[src/rtl/gc_led_pkg.sv]
// gc_led_display shared types and constants.
// GC_LED_PEAK_HOLD_EN adds the PEAK display mode.
package gc_led_pkg;

  typedef enum logic [2:0] {
    MODE_BUTTONS = 3'd0,
    MODE_JOY     = 3'd1,
    MODE_CSTICK  = 3'd2,
    MODE_TRIG    = 3'd3,
    MODE_PEAK    = 3'd4
  } mode_e;

  localparam int BTN_A       = 0;
  localparam int BTN_B       = 1;
  localparam int BTN_X       = 2;
  localparam int BTN_Y       = 3;
  localparam int BTN_START   = 4;
  localparam int BTN_L       = 5;
  localparam int BTN_R       = 6;
  localparam int BTN_Z       = 7;
  localparam int BTN_D_UP    = 8;
  localparam int BTN_D_DOWN  = 9;
  localparam int BTN_D_RIGHT = 10;
  localparam int BTN_D_LEFT  = 11;

`ifdef GC_LED_PEAK_HOLD_EN
  localparam int NUM_MODES = 5;
`else
  localparam int NUM_MODES = 4;
`endif

  localparam mode_e MODE_LAST = mode_e'(3'(NUM_MODES - 1));

  function automatic int unsigned centre(input int unsigned fw);
    return 32'd1 << (fw - 1);
  endfunction

endpackage

[src/rtl/gc_led_display_button_debounce.sv]
// Mode push-button: 2-FF sync, stable-count debounce,
// one-cycle pulse on each debounced press.
module button_debounce #(
  parameter int DEBOUNCE_CYCLES = 1000000
) (
  input  logic clk,
  input  logic reset,
  input  logic i_btn,
  output logic o_adv
);

  localparam int CW = $clog2(DEBOUNCE_CYCLES);
  localparam logic [CW-1:0] LAST = CW'(DEBOUNCE_CYCLES - 1);

  logic [1:0]    r_sync;
  logic          r_deb;
  logic          r_deb_d;
  logic [CW-1:0] r_cnt;

  always_ff @(posedge clk or negedge reset) begin
    if (!reset) begin
      r_sync  <= '0;
      r_deb   <= 1'b0;
      r_deb_d <= 1'b0;
      r_cnt   <= '0;
    end else begin
      r_sync  <= {r_sync[0], i_btn};
      r_deb_d <= r_deb;
      if (r_sync[1] == r_deb) begin
        r_cnt <= '0;
      end else if (r_cnt == LAST) begin
        r_cnt <= '0;
        r_deb <= ~r_deb;
      end else begin
        r_cnt <= r_cnt + 1'b1;
      end
    end
  end

  assign o_adv = r_deb & ~r_deb_d;

endmodule

[src/rtl/gc_led_display.sv]
// Run-time selectable LED viewer for GameCube controller polls.
// GC_LED_PEAK_HOLD_EN enables trigger peak-hold mode.
module gc_led_display
  import gc_led_pkg::*;
#(
  parameter int FIELD_W         = 8,
  parameter int DEBOUNCE_CYCLES = 1000000,
  parameter int MOVE_THRESH     = 24
) (
  input  logic                 clk,
  input  logic                 reset,
  input  logic [11:0]          buttons,
  input  logic [FIELD_W-1:0]   joy_x,
  input  logic [FIELD_W-1:0]   joy_y,
  input  logic [FIELD_W-1:0]   c_x,
  input  logic [FIELD_W-1:0]   c_y,
  input  logic [FIELD_W-1:0]   l_trig,
  input  logic [FIELD_W-1:0]   r_trig,
  input  logic                 sample_valid,
  input  logic                 mode_btn,
  output logic [2*FIELD_W-1:0] leds,
  output logic [2:0]           mode
);

  localparam int W1 = FIELD_W + 1;
  localparam logic [FIELD_W:0] CTR = W1'(centre(FIELD_W));
  localparam logic [FIELD_W:0] THR = W1'(MOVE_THRESH);

  logic                 w_adv;
  mode_e                r_mode;
  mode_e                w_mode_nxt;
  logic [11:0]          r_btn;
  logic [FIELD_W-1:0]   r_jx, r_jy, r_cx, r_cy;
  logic [FIELD_W-1:0]   r_lt, r_rt;
  logic [2*FIELD_W-1:0] r_leds;
  logic [2*FIELD_W-1:0] w_leds;

  button_debounce #(
    .DEBOUNCE_CYCLES(DEBOUNCE_CYCLES)
  ) u_deb (
    .clk  (clk),
    .reset(reset),
    .i_btn(mode_btn),
    .o_adv(w_adv)
  );

  function automatic logic moved(
    input logic [FIELD_W-1:0] v
  );
    logic [FIELD_W:0] e;
    logic [FIELD_W:0] d;
    e = {1'b0, v};
    d = (e >= CTR) ? e - CTR : CTR - e;
    return d > THR;
  endfunction

  always_comb begin
    w_mode_nxt = r_mode;
    if (w_adv) begin
      w_mode_nxt = (r_mode == MODE_LAST) ?
        MODE_BUTTONS : mode_e'(r_mode + 3'd1);
    end
  end

  always_ff @(posedge clk or negedge reset) begin
    if (!reset) begin
      r_mode <= MODE_BUTTONS;
      r_btn  <= '0;
      r_jx   <= '0;
      r_jy   <= '0;
      r_cx   <= '0;
      r_cy   <= '0;
      r_lt   <= '0;
      r_rt   <= '0;
      r_leds <= '0;
    end else begin
      r_mode <= w_mode_nxt;
      r_leds <= w_leds;
      if (sample_valid) begin
        r_btn <= buttons;
        r_jx  <= joy_x;
        r_jy  <= joy_y;
        r_cx  <= c_x;
        r_cy  <= c_y;
        r_lt  <= l_trig;
        r_rt  <= r_trig;
      end
    end
  end

`ifdef GC_LED_PEAK_HOLD_EN
  logic [FIELD_W-1:0] r_pl, r_pr;
  logic               w_clr;

  // Clear wins over max; a coincident sample seeds the peak.
  always_comb begin
    w_clr = (w_mode_nxt == MODE_PEAK && r_mode != MODE_PEAK) ||
            (sample_valid && buttons[BTN_START] &&
             r_mode == MODE_PEAK);
  end

  always_ff @(posedge clk or negedge reset) begin
    if (!reset) begin
      r_pl <= '0;
      r_pr <= '0;
    end else if (w_clr) begin
      r_pl <= sample_valid ? l_trig : '0;
      r_pr <= sample_valid ? r_trig : '0;
    end else if (sample_valid) begin
      if (l_trig > r_pl) r_pl <= l_trig;
      if (r_trig > r_pr) r_pr <= r_trig;
    end
  end
`endif

  always_comb begin
    w_leds = '0;
    unique case (r_mode)
      MODE_BUTTONS: begin
        w_leds[11:0] = r_btn;
        w_leds[12]   = moved(r_jx);
        w_leds[13]   = moved(r_jy);
        w_leds[14]   = moved(r_cx);
        w_leds[15]   = moved(r_cy);
      end
      MODE_JOY:    w_leds = {r_jy, r_jx};
      MODE_CSTICK: w_leds = {r_cy, r_cx};
      MODE_TRIG:   w_leds = {r_lt, r_rt};
`ifdef GC_LED_PEAK_HOLD_EN
      MODE_PEAK:   w_leds = {r_pl, r_pr};
`endif
      default:     w_leds = '0;
    endcase
  end

  assign leds = r_leds;
  assign mode = r_mode;

endmodule

[config.mk]
export PLATFORM = sky130hd
export DESIGN_NAME = gc_led_display
export DESIGN_NICKNAME = d
export VERILOG_FILES = /design/src/rtl/gc_led_pkg.sv /design/src/rtl/gc_led_display_button_debounce.sv /design/src/rtl/gc_led_display.sv
export SDC_FILE = /design/constraint.sdc
export NUM_CORES = 1
export LEC_CHECK = 0
export BUFFER_PORTS_ARGS = -buffer_cell sky130_fd_sc_hd__buf_4
export CORE_MARGIN = 2
export CORE_UTILIZATION = 40
export CTS_CLUSTER_SIZE = 16
export DETAILED_ROUTE_END_ITERATION = 16
export PLACE_DENSITY = 0.73
export SETUP_SLACK_MARGIN = 0.4
export SYNTH_ARGS = -nofsm -noshare
export SYNTH_HDL_FRONTEND = slang
export SYNTH_SLANG_ARGS = --single-unit
[constraint.sdc]
create_clock -name clk -period 2.5 [get_ports clk]
set_clock_uncertainty 0.15 [all_clocks]
set_input_delay 0 -clock clk [delete_from_list [all_inputs] [get_ports clk]]
set_output_delay 0 -clock clk [all_outputs]
set_load 0.02 [all_outputs]
==> flow_summary.json <==
{
  "cp_max_fo": 9,
  "cts-buffers-inserted": 9,
  "path_delay_family": "simple AND/OR/NAND/NOR gates",
  "core_area_um2": 10800,
  "grt_max_degree": 63,
  "crit_required_ns": 2.64,
  "dp_cells": 560,
  "wire_per_inst_um": 15.1,
  "root_buffer": "clkbuf_8",
  "num-nets-final": 566,
  "postRouteAntennaNets": 0,
  "antenna_found_initial": 0,
  "netlist_instances": 350,
  "clkLatencyLatePin_ns": 0.37,
  "min_period_over_period_pct": 76.3,
  "syn_nets": 419,
  "fin_tns_setup_ns": 0,
  "synth_area_leaders": "dfrtp_1 (59%), mux2_2 (15%), a22oi_1 (4.8%)",
  "synthToLayoutAreaGrowth_pct": 37.8,
  "reg2reg_depth": 5,
  "r2r-start": "u_deb.r_cnt[3]",
  "gp_congestion": 0.807,
  "cpPeakStageDelay_ns": 0.46,
  "die_w_um": 109,
  "slew_violations": 0,
  "hold_start": "sample_valid",
  "antenna_cells": 0,
  "status": "completed",
  "critPathBufInv": 1,
  "cp_cell_sequence": "and4_1 > buf_4 > nand3_1 > or4_1 > a21oi_1",
  "drc_errors": 0,
  "netlist_area_um2": 4400,
  "min_to": "r_jy[7]",
  "grt_pass1_vias": 3273,
  "cts_buffer_depth": 2,
  "synth.distinct_cells": 35,
  "r2r_slack_ns": 0.59,
  "period_needed_ns": 1.91,
  "maxCapViolations": 0,
  "yosys.area.top_type": "dfrtp_1",
  "hold_path.class": "input port to register",
  "synth_top_area_share_pct": 58.6,
  "cp.arrival_ns": 2.04,
  "cts_resized": 0,
  "drtPass1Iterations": 4,
  "grt_first_pass_wirelength_um": 15600,
  "p_per_area_nw_per_um2": 572,
  "cts_num_sinks": 103,
  "drt_iter0_drc": 239,
  "tightest_slew_ns": 0.791,
  "grt_overflow": 0,
  "peakVddDrop_uv": 310,
  "ys_ff_latch": 103,
  "rows": 38,
  "dp_hpwl_um": 6460,
  "start_kind": "register",
  "rsz0062_at_grt": "no",
  "dieArea_um2": 11800,
  "dieHeight_um": 109,
  "slew_headroom_pct": 47.2,
  "cts_tree": "built",
  "place.port_buffers": 82,
  "fillers": 866,
  "holdPathStages": 3,
  "cp_slowest_cell": "or4_1",
  "path_class": "register to register",
  "via_count": 3231,
  "stdcell_count": 642,
  "syn_avg_cell_area_um2": 12.6,
  "power_leakage_nw": 2.66,
  "hold_viol": 0,
  "fmax_mhz": 524,
  "cp-end-kind": "register",
  "wirelength_um": 9680,
  "clk_pin_slew_ns": 0.10,
  "io_pins": 83,
  "r2r_end": "u_deb.r_cnt[18]",
  "synth_warnings": 0,
  "setup_viol": 0,
  "initial_utilization_pct": 40.7,
  "ys_seq_area_share_pct": 58.6,
  "htreeDepth": 3,
  "vias_per_cell": 5.03,
  "track_usage_pct": 17.1,
  "drive_gt1_share_pct": 34.3
}
-- logic make-up (layout without fill, tap and decap cells) --
kind of cell,after synthesis,after routing,share of synthesized area (%)
AOI/OAI and AO/OA,52,52,8.79
buffers and inverters,26,178,2.45
DFF,103,103,58.6
xor gates and xnor gates,14,14,2.79
and+or+nand+nor,91,91,10.8
muxes,59,59,15.1
adders and majority gates,5,5,1.42
-- state kept, by name (all words and copies together), names as in the netlist, 2 cells and up --
register	cells
r_rt	8
r_cx	8
mode	3
r_jy	8
r_cy	8
r_jx	8
r_lt	8
u_deb.r_cnt	20
leds	16
r_btn	12
u_deb.r_sync	2
-- per-stage QoR --
stage	utilization (%)	area [µm²]	hold slack [ns]	total power, mW	setup WS (ns)
2_1_floorplan	-	4400	-0.446	2.09	0.701
3_3_place_gp	47.9	5170	-0.208	2.29	0.592
4_1_cts	56.0	6050	0.0837	3.50	0.479
3_5_place_dp	47.9	5170	-0.197	2.30	0.497
5_1_grt	56.2	6060	0.105	3.63	0.403
6_report	56.2	6060	0.0894	3.46	0.591
-- cells in the final DEF (no fill, tap or decap), types with 9 or more instances in the layout --
cell type,instances
dfrtp_1,103
nand2_1,26
a22oi_1,28
mux2_2,59
clkbuf_8,9
dlygate4sd3_1,63
nand3_1,14
xor2_1,11
buf_4,91
nor2_1,17
-- timing repair --
item / 4_1_cts / 5_1_grt
setup buffers: 0 / 2
endpoints found under the setup margin: 0 / 7
hold buffers: 64 / 0
endpoints found under the hold margin: 164 / 0
-- layout make-up --
cell class / count / area, µm² / share of cell area (%)
clock buffer: 9 / 124 / 2.04
sequential: 103 / 2580 / 42.5
clock inverter: 7 / 96.3 / 1.59
timing repair buffer: 156 / 1350 / 22.3
inverter: 6 / 22.5 / 0.372
multi-input combinational: 221 / 1710 / 28.2
tap: 140 / 175 / 2.89
-- metal layers --
metal / routed length, µm / global-route usage, % / vias up / share of wire [%]
li1: - / - / 1553 / -
met2: 4840 / 28.7 / 80 / 50
met3: 425 / 3.47 / 13 / 4.4
met4: 138 / 5.31 / 0 / 1.4
met5: 0 / 0 / - / 0
met1: 4280 / 22.4 / 1585 / 44
-- worst reg2reg max path, stage by stage, from the launching register on --
cell and delay [ns]:
dfrtp_1 0.44, and4_1 0.24, buf_4 0.16, nand3_1 0.19, or4_1 0.46, a21oi_1 0.19
-- cells in the mapped netlist --
master and instances:
nor2b_1 6, and4_1 3, dfrtp_1 103, a21oi_1 5, xor2_1 11, o21ai_0 7
o31ai_1 2, nor3_1 1, nor2_1 17, nand4_1 7, o311ai_0 4, inv_1 6
or3b_2 1, or4b_4 1, nand2_1 26, o2111ai_1 2, buf_2 2, o31ai_4 1
a22oi_1 28, nand3_2 1, mux2_2 59, nand3_1 14, and3_1 2, ha_1 5
buf_6 1, clkbuf_1 17, or4_1 4, nor4_1 1, o311a_1 2, a21boi_0 1
nor4b_1 1, and2_1 3, or4b_1 1, xnor2_1 3, or3_1 2
-- power by group --
group          switching (mW)  total, mW  internal [mW]
sequential             0.0851       1.88           1.79
clock                   0.615       1.11          0.494
combinational           0.191      0.476          0.285
-- worst max-delay path by stage --
stage                         start               to  slack, ns  cells after the start
floorplan           u_deb.r_cnt[16]   u_deb.r_cnt[6]       0.70                      5
global placement    u_deb.r_cnt[16]   u_deb.r_cnt[5]       0.59                      5
detailed placement  u_deb.r_cnt[16]  u_deb.r_cnt[12]       0.50                      5
CTS                 u_deb.r_cnt[16]  u_deb.r_cnt[10]       0.48                      5
global route        u_deb.r_cnt[10]  u_deb.r_cnt[18]       0.40                      4
finish               u_deb.r_cnt[3]  u_deb.r_cnt[18]       0.59                      5
(Power assumes the default switching activity.)
